`src/rtl/lsu_pkg.sv`:
```
// Shared types and constants for the load/store unit.
// Holds the FSM state enum, funct3 encodings and the helpers for legality and alignment.
package lsu_pkg;

    typedef enum logic [1:0] {
        IDLE = 2'd0,
        REQ  = 2'd1,
        DONE = 2'd2
    } lsu_state_t;

    localparam logic [2:0] LS_B  = 3'b000;
    localparam logic [2:0] LS_H  = 3'b001;
    localparam logic [2:0] LS_W  = 3'b010;
    localparam logic [2:0] LS_BU = 3'b100;
    localparam logic [2:0] LS_HU = 3'b101;

    // Wide enough for the largest supported bus timeout (1023).
    localparam int TMO_W = 10;

    function automatic logic f3_legal(input logic is_store, input logic [2:0] f3);
        if (is_store)
            return (f3 == LS_B) || (f3 == LS_H) || (f3 == LS_W);
        return (f3 == LS_B) || (f3 == LS_H) || (f3 == LS_W) ||
               (f3 == LS_BU) || (f3 == LS_HU);
    endfunction

    // size is funct3[1:0]: 00 byte, 01 half, 10 word.
    function automatic logic is_aligned(input logic [1:0] size, input logic [1:0] lo);
        case (size)
            2'b01:   return ~lo[0];
            2'b10:   return (lo == 2'b00);
            default: return 1'b1;
        endcase
    endfunction

endpackage

```
`src/rtl/lsu_if.sv`:
```
// Core-side and data-bus signals of the load/store unit.
// master is the LSU's own view; slave is the view of the decoder/bus environment.
interface lsu_if;
    logic        memRead;
    logic        memWrite;
    logic [2:0]  memSignWidth;
    logic [31:0] addr;
    logic [31:0] wdata;
    logic        stall;
    logic [31:0] loadData;
    logic        loadValid;
    logic        memErr;
    logic        busReq;
    logic        busWe;
    logic [31:0] busAddr;
    logic [3:0]  busBe;
    logic [31:0] busWdata;
    logic        busAck;
    logic [31:0] busRdata;

    modport master (
        input  memRead, memWrite, memSignWidth, addr, wdata, busAck, busRdata,
        output stall, loadData, loadValid, memErr,
               busReq, busWe, busAddr, busBe, busWdata
    );

    modport slave (
        output memRead, memWrite, memSignWidth, addr, wdata, busAck, busRdata,
        input  stall, loadData, loadValid, memErr,
               busReq, busWe, busAddr, busBe, busWdata
    );
endinterface

```
`src/rtl/lsu_lane.sv`:
```
// Combinational byte-lane steering: byte enables and replicated write data for the access,
// plus lane selection and sign/zero extension of the returned read word.
module lsu_lane
    import lsu_pkg::*;
(
    input  logic [1:0]  i_size,
    input  logic [1:0]  i_lo,
    input  logic [31:0] i_wdata,
    output logic [3:0]  o_be,
    output logic [31:0] o_wdata,
    input  logic [2:0]  i_ld_f3,
    input  logic [1:0]  i_ld_lo,
    input  logic [31:0] i_rdata,
    output logic [31:0] o_ldata
);

    logic [7:0]  w_byte;
    logic [15:0] w_half;

    always_comb begin
        o_be    = 4'b1111;
        o_wdata = i_wdata;
        case (i_size)
            2'b00: begin
                o_be    = 4'b0001 << i_lo;
                o_wdata = {4{i_wdata[7:0]}};
            end
            2'b01: begin
                o_be    = i_lo[1] ? 4'b1100 : 4'b0011;
                o_wdata = {2{i_wdata[15:0]}};
            end
            default: ;
        endcase
    end

    assign w_byte = i_rdata[{i_ld_lo, 3'b000} +: 8];
    assign w_half = i_ld_lo[1] ? i_rdata[31:16] : i_rdata[15:0];

    always_comb begin
        case (i_ld_f3)
            LS_B:    o_ldata = {{24{w_byte[7]}}, w_byte};
            LS_H:    o_ldata = {{16{w_half[15]}}, w_half};
            LS_BU:   o_ldata = {24'd0, w_byte};
            LS_HU:   o_ldata = {16'd0, w_half};
            default: o_ldata = i_rdata;
        endcase
    end

endmodule

```
`src/rtl/lsu.sv`:
```
// Load/store unit: one request/ack bus transaction per load or store, stalling the front end
// from issue until the cycle the result is presented; bad accesses raise memErr without a bus cycle.
module lsu
    import lsu_pkg::*;
#(
    parameter int BUS_TIMEOUT = 255
) (
    input  logic  clk,
    input  logic  rst,
    lsu_if.master lsu_io
);

    localparam logic [TMO_W-1:0] TMO_LAST = TMO_W'(BUS_TIMEOUT - 1);

    lsu_state_t       r_state;
    logic [TMO_W-1:0] r_cnt;
    logic [2:0]       r_f3;
    logic [1:0]       r_lo;
    logic             r_bus_req;
    logic             r_bus_we;
    logic [31:0]      r_bus_addr;
    logic [3:0]       r_bus_be;
    logic [31:0]      r_bus_wdata;
    logic [31:0]      r_load_data;
    logic             r_load_valid;
    logic             r_mem_err;

    logic        w_access;
    logic        w_ok;
    logic        w_issue;
    logic        w_bad;
    logic [3:0]  w_be;
    logic [31:0] w_wdata;
    logic [31:0] w_ldata;

    assign w_access = lsu_io.memRead | lsu_io.memWrite;
    assign w_ok     = f3_legal(lsu_io.memWrite, lsu_io.memSignWidth) &&
                      is_aligned(lsu_io.memSignWidth[1:0], lsu_io.addr[1:0]);
    assign w_issue  = (r_state == IDLE) && w_access && w_ok;
    assign w_bad    = (r_state == IDLE) && w_access && !w_ok;

    lsu_lane u_lane (
        .i_size  (lsu_io.memSignWidth[1:0]),
        .i_lo    (lsu_io.addr[1:0]),
        .i_wdata (lsu_io.wdata),
        .o_be    (w_be),
        .o_wdata (w_wdata),
        .i_ld_f3 (r_f3),
        .i_ld_lo (r_lo),
        .i_rdata (lsu_io.busRdata),
        .o_ldata (w_ldata)
    );

    always_ff @(posedge clk) begin
        if (rst) begin
            r_state      <= IDLE;
            r_cnt        <= '0;
            r_f3         <= '0;
            r_lo         <= '0;
            r_bus_req    <= 1'b0;
            r_bus_we     <= 1'b0;
            r_bus_addr   <= '0;
            r_bus_be     <= '0;
            r_bus_wdata  <= '0;
            r_load_data  <= '0;
            r_load_valid <= 1'b0;
            r_mem_err    <= 1'b0;
        end else begin
            r_load_valid <= 1'b0;
            r_mem_err    <= 1'b0;
            case (r_state)
                IDLE: begin
                    r_cnt <= '0;
                    if (w_issue) begin
                        r_state     <= REQ;
                        r_bus_req   <= 1'b1;
                        r_bus_we    <= lsu_io.memWrite;
                        r_bus_addr  <= {lsu_io.addr[31:2], 2'b00};
                        r_bus_be    <= w_be;
                        r_bus_wdata <= w_wdata;
                        r_f3        <= lsu_io.memSignWidth;
                        r_lo        <= lsu_io.addr[1:0];
                    end else if (w_bad) begin
                        r_mem_err <= 1'b1;
                    end
                end
                REQ: begin
                    // An ack in the final allowed cycle still completes the access.
                    if (lsu_io.busAck) begin
                        r_bus_req    <= 1'b0;
                        r_load_data  <= r_bus_we ? 32'd0 : w_ldata;
                        r_load_valid <= ~r_bus_we;
                        r_state      <= DONE;
                    end else if (r_cnt == TMO_LAST) begin
                        r_bus_req   <= 1'b0;
                        r_load_data <= '0;
                        r_mem_err   <= 1'b1;
                        r_state     <= DONE;
                    end else begin
                        r_cnt <= r_cnt + 1'b1;
                    end
                end
                DONE:    r_state <= IDLE;
                default: r_state <= IDLE;
            endcase
        end
    end

    assign lsu_io.stall     = !rst && (w_issue || (r_state == REQ));
    assign lsu_io.loadData  = r_load_data;
    assign lsu_io.loadValid = r_load_valid;
    assign lsu_io.memErr    = r_mem_err;
    assign lsu_io.busReq    = r_bus_req;
    assign lsu_io.busWe     = r_bus_we;
    assign lsu_io.busAddr   = r_bus_addr;
    assign lsu_io.busBe     = r_bus_be;
    assign lsu_io.busWdata  = r_bus_wdata;

endmodule

```
`src/flat_wrapper.sv`:
```
// flat-port wrapper written by rule: the top's interface ports become plain ports
module lsu_flat import lsu_pkg::*;
#(
    parameter int BUS_TIMEOUT = 255
)
  (clk, rst, lsu_io_memRead, lsu_io_memWrite, lsu_io_memSignWidth, lsu_io_addr, lsu_io_wdata, lsu_io_busAck, lsu_io_busRdata, lsu_io_stall, lsu_io_loadData, lsu_io_loadValid, lsu_io_memErr, lsu_io_busReq, lsu_io_busWe, lsu_io_busAddr, lsu_io_busBe, lsu_io_busWdata);
  lsu_if lsu_io_i ();
  input  logic clk;
  input  logic rst;
  input wire logic [$bits(lsu_io_i.memRead)-1:0] lsu_io_memRead;
  input wire logic [$bits(lsu_io_i.memWrite)-1:0] lsu_io_memWrite;
  input wire logic [$bits(lsu_io_i.memSignWidth)-1:0] lsu_io_memSignWidth;
  input wire logic [$bits(lsu_io_i.addr)-1:0] lsu_io_addr;
  input wire logic [$bits(lsu_io_i.wdata)-1:0] lsu_io_wdata;
  input wire logic [$bits(lsu_io_i.busAck)-1:0] lsu_io_busAck;
  input wire logic [$bits(lsu_io_i.busRdata)-1:0] lsu_io_busRdata;
  output wire logic [$bits(lsu_io_i.stall)-1:0] lsu_io_stall;
  output wire logic [$bits(lsu_io_i.loadData)-1:0] lsu_io_loadData;
  output wire logic [$bits(lsu_io_i.loadValid)-1:0] lsu_io_loadValid;
  output wire logic [$bits(lsu_io_i.memErr)-1:0] lsu_io_memErr;
  output wire logic [$bits(lsu_io_i.busReq)-1:0] lsu_io_busReq;
  output wire logic [$bits(lsu_io_i.busWe)-1:0] lsu_io_busWe;
  output wire logic [$bits(lsu_io_i.busAddr)-1:0] lsu_io_busAddr;
  output wire logic [$bits(lsu_io_i.busBe)-1:0] lsu_io_busBe;
  output wire logic [$bits(lsu_io_i.busWdata)-1:0] lsu_io_busWdata;
  assign lsu_io_i.memRead = lsu_io_memRead;
  assign lsu_io_i.memWrite = lsu_io_memWrite;
  assign lsu_io_i.memSignWidth = lsu_io_memSignWidth;
  assign lsu_io_i.addr = lsu_io_addr;
  assign lsu_io_i.wdata = lsu_io_wdata;
  assign lsu_io_i.busAck = lsu_io_busAck;
  assign lsu_io_i.busRdata = lsu_io_busRdata;
  assign lsu_io_stall = lsu_io_i.stall;
  assign lsu_io_loadData = lsu_io_i.loadData;
  assign lsu_io_loadValid = lsu_io_i.loadValid;
  assign lsu_io_memErr = lsu_io_i.memErr;
  assign lsu_io_busReq = lsu_io_i.busReq;
  assign lsu_io_busWe = lsu_io_i.busWe;
  assign lsu_io_busAddr = lsu_io_i.busAddr;
  assign lsu_io_busBe = lsu_io_i.busBe;
  assign lsu_io_busWdata = lsu_io_i.busWdata;
  lsu #(.BUS_TIMEOUT(BUS_TIMEOUT)) u_core (.clk(clk), .rst(rst), .lsu_io(lsu_io_i));
endmodule
```
`config.mk`:
```
export PLATFORM = sky130hd
export DESIGN_NAME = lsu_flat
export DESIGN_NICKNAME = d
export VERILOG_FILES = /design/src/rtl/lsu_pkg.sv /design/src/rtl/lsu_if.sv /design/src/rtl/lsu_lane.sv /design/src/rtl/lsu.sv /design/src/flat_wrapper.sv
export SDC_FILE = /design/constraint.sdc
export NUM_CORES = 1
export LEC_CHECK = 0
export ABC_AREA = 0
export CELL_PAD_IN_SITES_DETAIL_PLACEMENT = 1
export CELL_PAD_IN_SITES_GLOBAL_PLACEMENT = 1
export CORE_MARGIN = 5
export CORE_UTILIZATION = 31
export DETAILED_ROUTE_END_ITERATION = 10
export PLACE_DENSITY = 0.89
export REMOVE_ABC_BUFFERS = 1
export SYNTH_ARGS = -nofsm -noshare
export SYNTH_HDL_FRONTEND = slang
export SYNTH_SLANG_ARGS = --single-unit
```
`constraint.sdc`:
```
create_clock -name clk -period 2.3 [get_ports clk]
set_input_delay 0.23 -clock clk [delete_from_list [all_inputs] [get_ports clk]]
set_output_delay 0.23 -clock clk [all_outputs]
set_load 0.03 [all_outputs]
```
== Word level (Yosys, flattened, before mapping) ==
Cells that the tools add are included.
Word-level totals
  bits of input ports: 104
  flip-flop bits (word level): 119
  output and inout bits: 105
  word-level logic and storage cells: 88
Cells by class
  multiplexer cells: 28
  $add $sub $neg: 1
  reductions and logical operators: 25
  bitwise operators: 5
  shifts and indexed selects: 2
  eq/ne operators: 15
Operator list (number)
  32-bit one-hot mux with 4 select lines: 1
  32-bit two-way mux: 3
  32-bit one-hot mux with 2 select lines: 1
  32-bit by 6-bit indexed part select with 8-bit output: 1
  10-bit two-way mux: 2
  10-bit one-hot mux with 2 select lines: 1
  16-bit two-way mux: 1
  3-bit == test (second input constant): 4
  10-bit by 1-bit adder with 10-bit output (second input constant): 1
  10-bit by 8-bit == test with 1-bit output (second input constant): 1
  1-bit two-way mux: 10
  4-bit one-hot mux with 2 select lines: 1
  3-bit by 1-bit == test with 1-bit output (second input constant): 2
  2-bit zero test: 3
  3-bit zero test: 2
  2-bit two-way mux: 3
  1-bit one-hot mux with 2 select lines: 3
  2-bit AND reduction: 3
  3-bit AND reduction: 2
  1-bit logical AND: 5
  1-bit logical OR: 5
  2-bit by 1-bit == test with 1-bit output (second input constant): 2
  4-bit two-way mux: 1
  2-bit inequality test (second input constant): 2
  other kinds (11): 16

== Logic depth before layout (Yosys ltp) ==
  word-level depth: 12
  depth in mapped cells: 9
  depth with buffers taken out: 7

== Hierarchy ==
Synthesis repeated with hierarchy kept, for this count alone.
Unflattened totals
  cell total of the unflattened synthesis: 589
  area, all modules: 5720.5 um^2
By module, submodules not included
  lsu: cells an instance 407, times used 1, sequential area each 2382.3 um^2, area each 4393.0 um^2
  lsu_lane: cells an instance 182, times used 1, sequential area each 0.0 um^2, area each 1327.5 um^2

== Worst setup path before layout ==
No wires, ideal clock.
  kind: input port to output port
  start point: in lsu_io_memSignWidth[1]
  end point: out lsu_io_stall
  data required time: 2.070 ns
  data arrival time: 1.724 ns
  setup slack: 0.346 ns
  stages on the path: 8
  buffers on the path: 2
  path through: inv_1 ha_1 o21bai_1 a21oi_1 o211ai_1 buf_2 buf_2 a21oi_1
Between the ends
  cells in the longest elaborated chain, start to end: 10
  elaborated cells between the ends (all ways): 18
  those cells by class: eq/ne: 6; mux: 3; reduce/logical: 9
RTL lines
  start: declaration: line flat_wrapper.sv:12  | input wire logic [$bits(lsu_io_i.memSignWidth)-1:0] lsu_io_memSignWidth;
  3-bit by 1-bit == test with 1-bit output / 3-bit zero test (equally long branches): line lsu_pkg.sv:22, lsu_pkg.sv:23
  1-bit logical OR (2 in a row): line lsu_pkg.sv:22, lsu_pkg.sv:23
  1-bit logical OR: line lsu_pkg.sv:23  | return (f3 == LS_B) || (f3 == LS_H) || (f3 == LS_W) ||
  1-bit logical OR: line lsu_pkg.sv:24  | (f3 == LS_BU) || (f3 == LS_HU);
  1-bit two-way mux: line lsu_pkg.sv:23
  1-bit logical AND *: line lsu.sv:37  | assign w_ok = f3_legal(lsu_io.memWrite, lsu_io.memSignWidth) &&
  1-bit logical AND *: line lsu.sv:39  | assign w_issue = (r_state == IDLE) && w_access && w_ok;
  1-bit logical OR *: line lsu.sv:109  | assign lsu_io.stall = !rst && (w_issue || (r_state == REQ));
  1-bit logical AND *: line lsu.sv:109
  end: declaration: line flat_wrapper.sv:17  | output wire logic [$bits(lsu_io_i.stall)-1:0] lsu_io_stall;
Every way passes the cells marked *; elsewhere a longest branch is shown, timed or not. The select of a mux whose other input is x is not followed.

== Worst setup path in the final report ==
  start point: in lsu_io_memSignWidth[0]
  end point: out lsu_io_stall
Same word-level chain as after synthesis.

==> reports/metrics.yaml <==
antenna_found_initial: 1
crit_start: "lsu_io_memSignWidth[0]"
dp_hpwl_um: 13800
final.setup.tns_ns: 0
drtIter0Drc: 244
finalPower_mw: 6.02
critPathMaxFanout: 3
worstPathArrival_ns: 1.94
finalSetupViolations: 0
synth_seq_area_share_pct: 46.4
async_flop_share_pct: 0
drv_cap: 0
skew_ns: 0.00790
min_path_type: "primary input to flop"
timing.rr.end: "u_core.lsu_io.busAddr[27]$_SDFFE_PP0P_"
stdcell_count: 1046
startpoint_type: "primary input"
nets: 923
cts_made_buffers: 17
final_core_utilization_pct: 49.6
end_kind: "primary output"
slew_headroom_pct: 55.0
grt_pass1_wl_um: 29700
viasPerCell: 4.98
ys_warn_count: 0
ys_ff_latch: 119
grt_pass1_vias: 5537
synth_flop_cell: "dfxtp_1"
clk_pin_slew_ns: 0.05
gp_congestion: 0.813
cp_top_family: "buffers and inverters"
finalHoldViolations: 0
drc: 0
portBuffers: 206
outcome: "finished clean"
cts_root_buf: "clkbuf_16"
fmax_ghz: 0.462
numClockSinks: 119
diodes: 0
slowest_delay_ns: 0.53
p_per_area_nw_per_um2: 740
regToRegSetupSlack_ns: 0.43
ios: 209
avgSynthCellArea_um2: 8.50
cp-endpoint: "lsu_io_stall"
worst_hold_slack_ns: 0.266
wire_per_inst_um: 18.2
synth-edff-count: 0
track_usage_pct: 19.0
tritoncts: "built"
fp.dieH_um: 139
fin_ws_ns: 0.134
cp.required_ns: 2.07
firstDrtPassIters: 7
die_area_um2: 19200
via_count: 5208
clk_latency_ns: 0.41
drv_slew: 0
p_leak_nw: 2.95
period_minus_slack_ns: 2.17
grt_max_degree: 64
critPathSlowestCell: "clkdlybuf4s50_1"
routed_wl_um: 19000
netlist_instances: 604
placedCellCount: 1014
r2r-start: "u_core.r_state[1]$_SDFFE_PP0P_"
grt_overflow: 0
crit_chain: "clkdlybuf4s50_1, inv_1, ha_1, nor3_1, a21oi_2, o211ai_1, a21oi_1, buf_4"
core_area_um2: 16400
clock_path_buffers: 2
peakVddDrop_v: 0.000529
yosysUniqueCellTypes: 49
tightest_slew_ns: 0.673
drive_above_1_share_pct: 10.4
htree_levels: 4
dpl_cell_area_um2: 7540
area_growth_syn_to_layout_pct: 58.5
die_x_um: 139
worst-path-buf-inv: 3
hold_depth: 2
worstRegToRegCells: 8
synthesis.area_um2: 5130
crit_cells: 8
ant_nets: 0
grt_setup_unrepaired: "false"
fill_cells: 1876
crit_type: "primary input to primary output"
period_share_pct: 94.2
fin_area_um2: 8140
pre_cts_ws_ns: -0.0950
row_count: 47
initial_core_util_pct: 31.3
## worst min-delay path by stage
| stage | start | endpoint | slack, ns |
|---|---|---|---|
| finish | rst | u_core.r_cnt[1]$_SDFFE_PP0P_ | 0.27 |
| floorplan | rst | u_core.lsu_io.busAddr[10]$_SDFFE_PP0P_ | 0.30 |
| CTS | rst | u_core.r_cnt[1]$_SDFFE_PP0P_ | 0.25 |
| global route | rst | u_core.r_cnt[1]$_SDFFE_PP0P_ | 0.28 |
| detailed placement | u_core.lsu_io.loadData[4]$_SDFFE_PP0P_ | u_core.lsu_io.loadData[4]$_SDFFE_PP0P_ | 0.43 |
| global placement | u_core.lsu_io.loadData[4]$_SDFFE_PP0P_ | u_core.lsu_io.loadData[4]$_SDFFE_PP0P_ | 0.42 |
## registers in the layout, indices dropped and copies added (netlist names)
register / count
u_core.lsu_io.busAddr: 30
u_core.lsu_io.busBe: 4
u_core.lsu_io.busReq: 1
u_core.lsu_io.busWdata: 32
u_core.lsu_io.busWe: 1
u_core.lsu_io.loadData: 32
u_core.lsu_io.loadValid: 1
u_core.lsu_io.memErr: 1
u_core.r_cnt: 10
u_core.r_f3: 3
u_core.r_lo: 2
u_core.r_state: 2
## worst reg2reg max path, stage by stage, from the launching register on
cell	delay, ns
dfxtp_1	0.54
nor2_1	0.11
o21a_1	0.18
o211ai_1	0.18
buf_4	0.19
buf_4	0.20
buf_12	0.18
nand2_1	0.07
a21oi_1	0.16
## timing repair
item	in CTS	in global routing
hold buffers	0	0
resized for setup	0	2
buffers inserted	1	0
setup endpoints to repair	1	1
pin swaps	1	0
## cells in the mapped netlist (2+ instances only)
| library cell | instances | area share, % |
|---|---|---|
| nand2_1 | 140 | 10 |
| buf_2 | 15 | 1.5 |
| inv_1 | 8 | 0.58 |
| buf_4 | 2 | 0.29 |
| nor3_1 | 15 | 1.5 |
| o21ai_0 | 3 | 0.29 |
| xor2_1 | 5 | 0.85 |
| dfxtp_1 | 119 | 46 |
| and3_1 | 5 | 0.61 |
| clkbuf_1 | 25 | 1.8 |
| a32o_1 | 8 | 1.6 |
| or3_1 | 2 | 0.24 |
| a211oi_1 | 17 | 2.5 |
| a22oi_1 | 2 | 0.29 |
| ha_1 | 5 | 1.2 |
| a21oi_1 | 57 | 5.6 |
| a21o_1 | 3 | 0.44 |
| o22ai_1 | 3 | 0.37 |
| nor2_1 | 43 | 3.1 |
| and4_1 | 2 | 0.34 |
| o21bai_1 | 2 | 0.29 |
| o221ai_1 | 7 | 1.2 |
| nor3b_1 | 3 | 0.44 |
| a311oi_1 | 10 | 1.7 |
| a22o_1 | 25 | 4.3 |
| nand2b_1 | 34 | 4.1 |
| nand3_1 | 3 | 0.29 |
| nor2b_1 | 2 | 0.24 |
| nand4_1 | 2 | 0.24 |
| buf_1 | 2 | 0.15 |
| mux2_2 | 17 | 3.7 |
## metal layers
layer	wire length, um	global-route usage (%)	vias to the layer above
met3	1580	7.69	12
met4	145	4.43	2
met2	9330	32.8	187
met5	11	0	-
met1	7920	22.3	2482
li1	-	-	2525
## cell usage in the layout, fill, tap and decap left out, types with 3 or more instances in the layout
master / instances
nor2_1: 43
nor3_1: 15
clkinv_2: 3
clkbuf_16: 17
o22ai_1: 3
and3_1: 5
mux2_2: 17
clkbuf_8: 3
a21o_1: 3
ha_1: 5
xor2_1: 5
a311oi_1: 10
dfxtp_1: 119
clkdlybuf4s50_1: 204
o221ai_1: 7
a22o_1: 25
buf_12: 5
a211oi_1: 17
buf_4: 25
a32o_1: 8
a21oi_2: 3
clkinvlp_4: 3
inv_1: 8
clkbuf_1: 3
nand2b_1: 34
nor3b_1: 3
o21ai_0: 3
nand3_1: 3
nand2_1: 140
a21oi_1: 55
## area by class of cell
| cell class | count | area, um2 | area share [%] |
|---|---|---|---|
| multi-input combinational | 432 | 2530 | 31.1 |
| sequential | 119 | 2380 | 29.3 |
| timing repair buffer | 235 | 2330 | 28.7 |
| clock buffer | 23 | 478 | 5.88 |
| tap | 220 | 275 | 3.38 |
| clock inverter | 8 | 97.6 | 1.20 |
| inverter | 9 | 33.8 | 0.415 |
## cells by family (layout without fill, tap and decap cells)
logic type,Yosys count,after routing,synth area share (%)
compound gates,148,148,20.5
xor+xnor,5,5,0.853
fa+ha+maj,5,5,1.22
buf+inv,54,275,4.61
flops,119,119,46.4
mux,18,18,4.17
other cells,1,2,0.0730
simple gates,254,254,22.2
## power by group
group	internal [mW]	leakage [nW]	switching [mW]
sequential	2.17	0.967	0.0700
clock	1.67	0.275	0.941
combinational	0.535	1.71	0.630
Power figures use the tool's default switching activity.
